## src/rtl/uart_tx_ctrl.sv

```systemverilog
// UART transmitter: 8 data bits, optional even/odd parity, one stop bit.
// Serializes one byte per ready/send handshake; done pulses once at the end of each frame.
module uart_tx_ctrl #(
    parameter int unsigned CLK_FREQ   = 100_000_000,
    parameter int unsigned BAUD       = 9600,
    parameter int unsigned PARITY_EN  = 1,
    parameter int unsigned PARITY_ODD = 0
) (
    input  logic       clk,
    input  logic       rst_n,
    input  logic [7:0] data,
    input  logic       send,
    output logic       ready,
    output logic       done,
    output logic       tx
);

    localparam int unsigned ClksPerBit = CLK_FREQ / BAUD;
    localparam int unsigned CntW       = (ClksPerBit > 1) ? $clog2(ClksPerBit) : 1;
    localparam logic [CntW-1:0] CntMax = CntW'(ClksPerBit - 1);
    localparam logic ParEn  = (PARITY_EN != 0);
    localparam logic ParOdd = (PARITY_ODD != 0);

    localparam logic [2:0] StIdle   = 3'd0;
    localparam logic [2:0] StStart  = 3'd1;
    localparam logic [2:0] StData   = 3'd2;
    localparam logic [2:0] StParity = 3'd3;
    localparam logic [2:0] StStop   = 3'd4;

    logic [2:0]      state_q, state_d;
    logic [CntW-1:0] cnt_q, cnt_d;
    logic [2:0]      idx_q, idx_d;
    logic [7:0]      shift_q, shift_d;
    logic            par_q, par_d;
    logic            tx_q, tx_d;
    logic            ready_q, ready_d;
    logic            done_q, done_d;
    logic            bit_end;

    assign bit_end = (cnt_q == CntMax);

    always_comb begin
        state_d = state_q;
        cnt_d   = cnt_q;
        idx_d   = idx_q;
        shift_d = shift_q;
        par_d   = par_q;
        tx_d    = tx_q;
        ready_d = ready_q;
        done_d  = 1'b0;

        case (state_q)
            StIdle: begin
                tx_d    = 1'b1;
                ready_d = 1'b1;
                if (send) begin
                    shift_d = data;
                    par_d   = (^data) ^ ParOdd;
                    state_d = StStart;
                    tx_d    = 1'b0;
                    ready_d = 1'b0;
                    cnt_d   = '0;
                    idx_d   = 3'd0;
                end
            end

            StStart: begin
                if (bit_end) begin
                    state_d = StData;
                    tx_d    = shift_q[0];
                    cnt_d   = '0;
                    idx_d   = 3'd0;
                end else begin
                    cnt_d = cnt_q + CntW'(1);
                end
            end

            StData: begin
                if (bit_end) begin
                    cnt_d = '0;
                    // Shift right so the next data bit is always at shift_q[1].
                    shift_d = {1'b0, shift_q[7:1]};
                    if (idx_q == 3'd7) begin
                        if (ParEn) begin
                            state_d = StParity;
                            tx_d    = par_q;
                        end else begin
                            state_d = StStop;
                            tx_d    = 1'b1;
                        end
                    end else begin
                        idx_d = idx_q + 3'd1;
                        tx_d  = shift_q[1];
                    end
                end else begin
                    cnt_d = cnt_q + CntW'(1);
                end
            end

            StParity: begin
                if (bit_end) begin
                    state_d = StStop;
                    tx_d    = 1'b1;
                    cnt_d   = '0;
                end else begin
                    cnt_d = cnt_q + CntW'(1);
                end
            end

            StStop: begin
                tx_d = 1'b1;
                if (bit_end) begin
                    state_d = StIdle;
                    ready_d = 1'b1;
                    done_d  = 1'b1;
                    cnt_d   = '0;
                    idx_d   = 3'd0;
                end else begin
                    cnt_d = cnt_q + CntW'(1);
                end
            end

            default: begin
                state_d = StIdle;
                tx_d    = 1'b1;
                ready_d = 1'b1;
                cnt_d   = '0;
                idx_d   = 3'd0;
            end
        endcase
    end

    always_ff @(posedge clk or negedge rst_n) begin
        if (!rst_n) begin
            state_q <= StIdle;
            cnt_q   <= '0;
            idx_q   <= 3'd0;
            shift_q <= 8'h00;
            par_q   <= 1'b0;
            tx_q    <= 1'b1;
            ready_q <= 1'b1;
            done_q  <= 1'b0;
        end else begin
            state_q <= state_d;
            cnt_q   <= cnt_d;
            idx_q   <= idx_d;
            shift_q <= shift_d;
            par_q   <= par_d;
            tx_q    <= tx_d;
            ready_q <= ready_d;
            done_q  <= done_d;
        end
    end

    assign tx    = tx_q;
    assign ready = ready_q;
    assign done  = done_q;

endmodule

```

## config.mk

```make
export PLATFORM = sky130hd
export DESIGN_NAME = uart_tx_ctrl
export DESIGN_NICKNAME = d
export VERILOG_FILES = /design/src/rtl/uart_tx_ctrl.sv
export SDC_FILE = /design/constraint.sdc
export NUM_CORES = 1
export LEC_CHECK = 0
export BUFFER_PORTS_ARGS = -buffer_cell sky130_fd_sc_hd__buf_2
export CAP_MARGIN = 40
export CORE_MARGIN = 8
export CORE_UTILIZATION = 50
export DETAILED_ROUTE_END_ITERATION = 16
export PLACE_DENSITY = 0.72
export SETUP_SLACK_MARGIN = 0.5
export SLEW_MARGIN = 20
export SYNTH_ARGS = -nofsm -noshare
export SYNTH_HDL_FRONTEND = slang
export SYNTH_SLANG_ARGS = --single-unit
```

## constraint.sdc

```tcl
create_clock -name clk -period 2.14 [get_ports clk]
set_input_delay 0.107 -clock clk [delete_from_list [all_inputs] [get_ports clk]]
set_output_delay 0.107 -clock clk [all_outputs]
set_load 0.01 [all_outputs]
```

==> results of run 1 <==
-- power breakdown --
group          total (uW)  internal (uW)  switching [uW]
clock                 643            411             232
combinational         361            195             165
sequential            829            706             123
total                1830           1310             521
-- synth_stat cells (3+ instances only) --
cell type and count:
xor2_1 7, mux2i_1 3, nor2_1 5, and4_1 3, dfrtp_1 30, nand2_1 12
buf_2 3, a21oi_1 12, xnor2_1 10, mux2_4 7, nand4_1 4, mux2_2 7
o21ai_0 6, nand3_1 3, or3_1 3, inv_1 5, nor4_1 3, o21ai_1 3
ha_1 3
-- per-stage QoR --
| step | power [uW] | instances | util | setup WS [ps] |
|---|---|---|---|---|
| global route | 1910 | 259 | 0.666 | 356 |
| CTS | 1770 | 253 | 0.623 | 411 |
| detailed placement | 1110 | 232 | 0.548 | 107 |
| floorplan | 1010 | 172 | - | 399 |
| global placement | 1090 | 232 | 0.548 | 197 |
| finish | 1830 | 259 | 0.666 | 407 |
-- flip-flops by register name (all words and copies together) (netlist names) --
| register | flops |
|---|---|
| cnt_q | 14 |
| done | 1 |
| idx_q | 3 |
| par_q | 1 |
| ready | 1 |
| shift_q | 8 |
| state_q | 3 |
| tx | 1 |
-- metal layers --
layer | part of all wire | GRT usage | vias up
met5 | 0 | 0 | -
met1 | 0.43 | 0.161 | 735
li1 | - | - | 703
met4 | 0.023 | 0.0615 | 0
met3 | 0.036 | 0.0396 | 10
met2 | 0.51 | 0.249 | 29
-- how the worst max path moves through the flow --
| stage | from | to |
|---|---|---|
| finish | cnt_q[1] | idx_q[0] |
| global route | cnt_q[0] | cnt_q[11] |
| floorplan | cnt_q[0] | shift_q[0] |
| CTS | cnt_q[1] | idx_q[0] |
| global placement | state_q[1] | cnt_q[11] |
| detailed placement | state_q[1] | cnt_q[11] |
-- final cells by class --
| class | count | area [um^2] | area share |
|---|---|---|---|
| sequential | 32 | 808 | 0.336 |
| clock inverter | 1 | 30.0 | 0.0125 |
| multi-input combinational | 127 | 1110 | 0.461 |
| inverter | 5 | 18.8 | 0.00781 |
| tap | 48 | 60.1 | 0.0250 |
| timing repair buffer | 39 | 282 | 0.117 |
| clock buffer | 7 | 96.3 | 0.0401 |
-- worst max-delay path: stages, from the launching register on --
cell,delay [ps]
dfrtp_1,420
ha_2,210
and3_4,180
and4_4,210
buf_6,120
o22a_4,180
mux2_4,290
-- cells by family after synthesis --
family,count (synthesis)
adders and majority gates,3
xor gates and xnor gates,17
AOI/OAI and AO/OA,39
DFF,32
buffers and inverters,13
muxes,18
and+or+nand+nor,50
-- timing repair --
| action | CTS | global route |
|---|---|---|
| hold buffers | 1 | 0 |
| endpoints found under the setup margin | 25 | 27 |
| buffers inserted | 12 | 6 |
| hold endpoints to repair | 30 | 0 |
| resized for setup | 14 | 24 |
| pin swaps | 5 | 11 |
| cloned | 0 | 0 |
==> metrics, run 1 <==
largest clock skew in the final design=6.52 ps; Final HPWL DP=2610 um; Peak VDD IR=0.475 mV; average wire per standard cell=16.4 um; fill cell count=280; setup TNS=0 ps; Vias per Instance=5.70; worst hold slack across all endpoints=63.0 ps; number of warnings printed during yosys synthesis=0; die footprint=0.00588 mm^2; count of input and output buffers=13; result of the run=finished clean; unrepaired setup endpoints after global routing=yes; number of synthesized flops with an enable pin=0; effective utilization at floorplan=0.510; post-layout instance area=0.00240 mm^2; Post-Synthesis Net Count=186; ports placed on the boundary=14; Max Slew Vio Count=0; first-pass GRT wire length=7020 um; number of inserted diodes=0; most common library cell in the layout ignoring fill and taps=dfrtp_1; # nets final=224; Layout area overhead=30.6%; deepest clock path buffer count=2; start-to-end type of the worst setup path=flop to flop; main combinational cell family by area after synthesis=simple AND/OR/NAND/NOR gates; Worst EP arrival=1900 ps; Hold Violations, Final=0; crit path time final=1730 ps; largest net degree at the start of global routing=33; CTS tree=yes; Peak Freq=577 MHz; share of the synthesized area in the top cell type=0.408; Placement Rows=22; vertical extent of the die=76.7 um; max-capacitance violation count=0; cell taking the most area after synthesis=dfrtp_1; Static Leakage=0.00102 uW; most frequent cells in the layout=dfrtp_1 (26), buf_4 (20), buf_2 (13); number of antenna violations at the first check in global routing=0; Post-Place Cell Area=0.00198 mm^2; required arrival time at the worst endpoint=2310 ps; cts bufs inserted=5; startpoint of the most critical register-to-register path=cnt_q[1]; area share of and/or/nand/nor cells after synthesis=0.163; via count of the first global-routing pass=1,580; worst hold path stage count=3; overall track demand over capacity in global routing=0.143; number of DRC markers in iteration 0=46; count of different cell masters after synthesis=51; clock latency on the worst-skew pair=290 ps; die width=76.7 um; worst slew margin relative to its limit=0.512; number of design rule violations left after detail routing=0; fraction of final layout cells sized beyond drive strength 1=0.445; largest cells by area after synthesis=dfrtp_1 (41%), mux2_4 (5.7%), xnor2_1 (4.8%); slack of the worst reg-to-reg path=410 ps; Root Driver=clkbuf_8; Hold/Removal Path Class=primary input to flop; CTS sink cnt=32; post-route ant nets=0; Critical Path Sink Type=flop; global placer's final weighted congestion=0.803; measured slew at the worst slew-check pin=732 ps; Post-Synthesis Mean Instance Area=10.7 um^2; startpoint of the worst hold path=data[7]; floorplan core area=0.00361 mm^2; parity-gate share of the synthesized area counting xor and xnor cells=0.0810; Clk pin slew, worst setup/hold paths=70 ps; fraction of synthesized area in multiplexers=0.122; grt ovf=0; cell count after synthesis=172; Synth Cell Area=0.00184 mm^2; capturing point of the worst reg2reg path=idx_q[0]; sequential fraction of the synthesis area=0.437; endpoint with the worst hold slack=shift_q[7]; kind of start point of the critical path=flop; prevailing post-synth register cell=dfrtp_1; Setup violations, final=0; total number of vias=1,477; power per cell area=763 mW/mm^2; adder and majority gate portion of the synthesized area=0.0204; Synth Area in Compound Gates=0.137; final cycle utilization of the critical path=0.810; largest driver fanout on the critical path=4; count of TritonRoute iterations in the first routing pass=4; #FFs+latches synth=32; proportion of synthesized flip-flops having asynchronous set or reset=1.00; cell depth of the worst flop-to-flop path=6; WL final=4260 um; CTS H-Tree Depth=2
No activity file was read; power rests on OpenSTA's default activity.
==> inputs of run 2 (changes only) <==
clock period = 1.7 ns   (was 2.14 ns; I/O delays follow)
==> run 2 against run 1 <==
The flow now finishes with violations (setup timing). Sequential share of layout area decreased by 4.8 points. Count of clock-buffer cells in the layout shrank 1. Final area grew 16%. Critical path depth decreased by 1. Combinational power increased by 100%. First-iteration DRC count rose to 3.5 times the previous value. Non-clock buffer count up 27. Setup slack lost 530 ps. Critical path type unchanged.
==> metrics, run 2 (synthesis results as in run 1) <==
result of the run=complete, but fails checks (was finished clean); violated checks=setup timing; count of buffering cells on the critical path with inverters included=1 (unchanged); cell-by-cell trace of the critical path=nor4b_2 -> and4_4 -> buf_6 -> o22a_1 -> mux2_4 (was ha_2 -> and3_4 -> and4_4 -> buf_6 -> o22a_4 -> mux2_4); Hold Violations, Final=0 (unchanged); number of inserted diodes=0 (unchanged); flip-flop count of the largest register, all copies and words added=14 (unchanged); sequential standard cell area=807 um^2 (was 808 um^2); Vias per Instance=5.84 (was 5.70); total number of vias=1,671 (was 1,477); post-layout instance area=0.00280 mm^2 (was 0.00240 mm^2); kind of start point of the critical path=flop (unchanged); CTS tree=yes (unchanged); worst hold slack across all endpoints=46.1 ps (was 63.0 ps); multi-input logic area=0.00125 mm^2 (was 0.00111 mm^2); fill cell count=214 (was 280); Setup Slack @ Placement=-69.5 ps (was 107 ps); largest driver fanout on the critical path=6 (was 4); WL final=5560 um (was 4260 um); cell family with the largest share of critical-path delay=simple AND/OR/NAND/NOR gates (was flip-flops); cts bufs inserted=5 (unchanged); unrepaired setup endpoints after global routing=yes (unchanged); Peak Freq=550 MHz (was 577 MHz); Power, Total=2340 uW (was 1830 uW); global placer's final weighted congestion=0.859 (was 0.803); biggest regs=cnt_q x14, shift_q x8 (unchanged); effective utilization at floorplan=0.510 (unchanged); die width=76.7 um (unchanged); overall track demand over capacity in global routing=0.157 (was 0.143); clock latency on the worst-skew pair=280 ps (was 290 ps); Peak VDD IR=0.553 mV (was 0.475 mV); number of antenna violations at the first check in global routing=0 (unchanged); measured slew at the worst slew-check pin=728 ps (was 732 ps); CTS sink cnt=32 (unchanged); final cycle utilization of the critical path=1.07 (was 0.810); final worst slack=-120 ps (was 407 ps); count of TritonRoute iterations in the first routing pass=4 (unchanged); Setup violations, final=11 (was 0); Final HPWL DP=3000 um (was 2610 um); most frequent cells in the layout=buf_4 (37), dfrtp_1 (27), buf_2 (13) (was dfrtp_1 (26), buf_4 (20), buf_2 (13)); max-capacitance violation count=0 (unchanged); floorplan core area=0.00361 mm^2 (unchanged); Worst EP arrival=1990 ps (was 1900 ps); Placement Rows=22 (unchanged); number of design rule violations left after detail routing=0 (unchanged); Static Leakage=0.00120 uW (was 0.00102 uW); largest register by flop count=cnt_q (unchanged); post-route ant nets=0 (unchanged); worst slew margin relative to its limit=0.515 (was 0.512); number of DRC markers in iteration 0=160 (was 46); vertical extent of the die=76.7 um (unchanged); required arrival time at the worst endpoint=1870 ps (was 2310 ps); setup TNS=-883 ps (was 0 ps); first-pass GRT wire length=7510 um (was 7020 um); most common library cell in the layout ignoring fill and taps=buf_4 (was dfrtp_1); power per cell area=837 mW/mm^2 (was 763 mW/mm^2); Max Slew Vio Count=0 (unchanged); ports placed on the boundary=14 (unchanged); die footprint=0.00588 mm^2 (unchanged); Clk pin slew, worst setup/hold paths=70 ps (about the same); CTS H-Tree Depth=2 (unchanged); Hold/Removal Path Class=primary input to flop (unchanged); average wire per standard cell=19.4 um (was 16.4 um); count of input and output buffers=13 (unchanged); Critical Path Sink Type=flop (unchanged); fraction of final layout cells sized beyond drive strength 1=0.592 (was 0.445); largest clock skew in the final design=3.38 ps (was 6.52 ps); start-to-end type of the worst setup path=flop to flop (unchanged); via count of the first global-routing pass=1,624 (was 1,580); crit path time final=1820 ps (was 1730 ps); maximum single-stage delay on the critical path=390 ps (was 420 ps); largest net degree at the start of global routing=33 (unchanged); deepest clock path buffer count=2 (unchanged); # nets final=251 (was 224); Layout area overhead=52.0% (was 30.6%); grt ovf=0 (unchanged); Root Driver=clkbuf_8 (unchanged); CP max-delay cell=dfrtp_1 (unchanged); Post-Place Cell Area=0.00220 mm^2 (was 0.00198 mm^2)
-- run 2: layout make-up --
class	instances	share of cell area
Clock inverter	2	0.00358
Timing Repair Buffer	66	0.201
Tap cell	48	0.0215
Inverter	5	0.00671
Multi-Input combinational cell	127	0.449
Sequential cell	32	0.289
Clock buffer	6	0.0295
-- run 2: worst paths after layout --
check                              to  startpoint  depth (start not counted)  slack (ps)
hold reg to reg            shift_q[6]  shift_q[6]                          1         510
hold / removal             shift_q[7]     data[7]                          3          50
max in group asynchronous  state_q[0]       rst_n                          2         800
min in group asynchronous    idx_q[0]       rst_n                          2         390
setup / recovery             idx_q[0]    cnt_q[9]                          5        -120
setup reg to reg             idx_q[0]    cnt_q[9]                          5        -120
-- run 2: through the flow --
step                instances  utilization
detailed placement        255        0.610
global placement          255        0.610
CTS                       273        0.702
global route              286        0.775
floorplan                 172            -
finish                    286        0.775
-- run 2: power breakdown --
group | switching, uW | internal [uW]
clock network | 292 | 323
logic | 365 | 360
registers | 110 | 887
-- run 2: per-layer routing --
metal | vias up | track usage | share of wire
li1 | 754 | - | -
met4 | 0 | 0.0404 | 0.016
met3 | 12 | 0.0524 | 0.065
met5 | - | 0 | 0
met1 | 838 | 0.185 | 0.42
met2 | 67 | 0.266 | 0.50
-- run 2: what timing repair did --
item,4_1_cts,5_1_grt
setup endpoints to repair,32,32
resized for setup,35,35
hold buffers,1,0
cloned,1,0
pin swaps,16,21
endpoints found under the hold margin,30,0
setup buffers,8,13
-- run 2: worst reg2reg max path, delay by kind of cell, from the launching register on --
family | cells | cell delay, ps
AND/OR/NAND/NOR | 2 | 670
flip-flops | 1 | 390
multiplexers | 1 | 320
AO/OA/AOI/OAI | 1 | 200
buffers and inverters | 1 | 130
==> inputs of run 3 (changes only) <==
RECOVER_POWER = 25   (was default)
==> run 3 against run 2 <==
Sequential share of layout area is essentially flat. First-iteration DRC count did not move. Largest cell class unchanged. Worst hold slack barely moved. Via count about the same. Final cell count did not move. Final area is essentially flat. Non-clock buffer count unchanged. The run still ends with setup timing left. Die area did not move. Register-to-register slack barely moved. Setup slack about the same. Critical path type unchanged. Routed wire length grew 0.47%. Utilization is essentially flat. Largest power group unchanged.
==> metrics, run 3 (synthesis results as in run 1) <==
most common library cell in the layout ignoring fill and taps=buf_4 (unchanged); largest clock skew in the final design=3.39 ps (was 3.38 ps); number of antenna violations at the first check in global routing=0 (unchanged); average wire per standard cell=19.5 um (was 19.4 um); CTS sink cnt=32 (unchanged); WL final=5590 um (was 5560 um); Worst EP arrival=1990 ps (about the same); Static Leakage=0.00120 uW (about the same); CTS tree=yes (unchanged); Max Slew Vio Count=0 (unchanged); # nets final=251 (unchanged); Hold/Removal Path Class=primary input to flop (unchanged); count of TritonRoute iterations in the first routing pass=4 (unchanged); count of placed standard cells including taps=255 (unchanged); Hold Violations, Final=0 (unchanged); most frequent cells in the layout=buf_4 (37), dfrtp_1 (27), buf_2 (11) (was buf_4 (37), dfrtp_1 (27), buf_2 (13)); Final HPWL DP=3000 um (unchanged); start-to-end type of the worst setup path=flop to flop (unchanged); met3 Resource Use GR=0.0524 (unchanged); post-route ant nets=0 (unchanged); final worst slack=-120 ps (about the same); via count of the first global-routing pass=1,624 (unchanged); cts bufs inserted=5 (unchanged); non-filler instance count after layout=286 (unchanged); Peak VDD IR=0.553 mV (about the same); final cycle utilization of the critical path=1.07 (about the same); met2 global-route usage=0.266 (unchanged); kind of start point of the critical path=flop (unchanged); Root Driver=clkbuf_8 (unchanged); clock latency on the worst-skew pair=280 ps (about the same); unrepaired setup endpoints after global routing=yes (unchanged); grt ovf=0 (unchanged); number of design rule violations left after detail routing=0 (unchanged); Setup violations, final=11 (unchanged); maximum single-stage delay on the critical path=390 ps (about the same); floorplan core area=0.00361 mm^2 (unchanged); crit path time final=1820 ps (about the same); biggest regs=cnt_q x14, shift_q x8 (unchanged); measured slew at the worst slew-check pin=813 ps (was 728 ps); violated checks=setup timing (unchanged); largest net degree at the start of global routing=33 (unchanged); worst slew margin relative to its limit=0.458 (was 0.515); cell-by-cell trace of the critical path=nor4b_2 -> and4_4 -> buf_6 -> o22a_1 -> mux2_4 (unchanged); effective utilization at floorplan=0.510 (unchanged); overall track demand over capacity in global routing=0.157 (unchanged); count of input and output buffers=13 (unchanged); cell family with the largest share of critical-path delay=simple AND/OR/NAND/NOR gates (unchanged); power per cell area=837 mW/mm^2 (about the same); die footprint=0.00588 mm^2 (unchanged); vertical extent of the die=76.7 um (unchanged); max-capacitance violation count=0 (unchanged); CTS H-Tree Depth=2 (unchanged); fraction of final layout cells sized beyond drive strength 1=0.588 (was 0.592); largest register by flop count=cnt_q (unchanged); ports placed on the boundary=14 (unchanged); deepest clock path buffer count=2 (unchanged); Layout area overhead=51.9% (was 52.0%); die width=76.7 um (unchanged); flip-flop count of the largest register, all copies and words added=14 (unchanged); global placer's final weighted congestion=0.859 (unchanged); Critical Path Sink Type=flop (unchanged); number of inserted diodes=0 (unchanged); fill cell count=215 (was 214); Peak Freq=550 MHz (about the same); most used routing layer=met2 (unchanged); Placement Rows=22 (unchanged); count of buffering cells on the critical path with inverters included=1 (unchanged); required arrival time at the worst endpoint=1870 ps (about the same); largest driver fanout on the critical path=6 (unchanged); result of the run=complete, but fails checks (unchanged); Clk pin slew, worst setup/hold paths=70 ps (about the same); setup TNS=-881 ps (was -883 ps); routing usage on met1=0.185 (unchanged); Vias per Instance=5.84 (about the same); total number of vias=1,670 (was 1,671); first-pass GRT wire length=7510 um (unchanged); number of DRC markers in iteration 0=160 (unchanged); CP max-delay cell=dfrtp_1 (unchanged)
-- run 3: cell types whose count changed in the layout (fill, tap and decap cells not counted) --
cell	change
buf_2	-2
clkbuf_2	+1
clkbuf_1	+1
-- run 3: metrics by stage --
stage	hold WS [ps]	utilization	power, uW	worst slack, ps	cell area (um^2)
2_1_floorplan	-211	-	1310	-40.5	1920
3_3_place_gp	167	0.610	1520	-8.77	2200
3_5_place_dp	183	0.610	1550	-69.5	2200
4_1_cts	61.6	0.702	2190	19.3	2530
5_1_grt	56.2	0.775	2440	-146	2790
6_report	46.2	0.775	2340	-120	2790
-- run 3: worst paths after layout --
kind	from	to	slack [ps]	depth (start not counted)
max	cnt_q[9]	idx_q[0]	-120	5
min	data[7]	shift_q[7]	50	3
max reg2reg	cnt_q[9]	idx_q[0]	-120	5
min reg2reg	shift_q[6]	shift_q[6]	510	1
max in group asynchronous	rst_n	state_q[0]	720	2
min in group asynchronous	rst_n	idx_q[0]	420	2
-- run 3: repair_timing --
item / 4_1_cts / 5_1_grt
gates resized for setup: 35 / 35
pin swaps: 16 / 21
endpoints found under the setup margin: 32 / 32
setup buffers: 8 / 13
gates cloned: 1 / 0
hold buffers: 1 / 0
hold endpoints to repair: 30 / 0
-- run 3: routing by layer --
metal  share of wire  wire length [um]  vias up
met5               0                 0        -
met4           0.016                87        0
met3           0.066               371       12
met2            0.50              2790       69
met1            0.42              2340      836
li1                -                 -      753
-- run 3: layout make-up --
type                            instances  area, um^2  share of cell area
Clock buffer                            6        82.6              0.0296
Clock inverter                          2        10.0             0.00358
Timing Repair Buffer                   66         561               0.201
Multi-Input combinational cell        127        1250               0.449
Inverter                                5        18.8             0.00672
Sequential cell                        32         807               0.289
Tap cell                               48        60.1              0.0215
-- run 3: tightest hold or removal path: stages --
cell and delay, ps:
buf_2 90, nand2_1 60, o21ai_2 50
-- run 3: power breakdown --
| part | total [uW] | leakage [uW] | internal, uW | switching (uW) |
|---|---|---|---|---|
| clock network | 615 | 0.0000510 | 323 | 292 |
| logic | 726 | 0.000749 | 360 | 365 |
| registers | 997 | 0.000398 | 887 | 110 |
| total | 2340 | 0.00120 | 1570 | 768 |
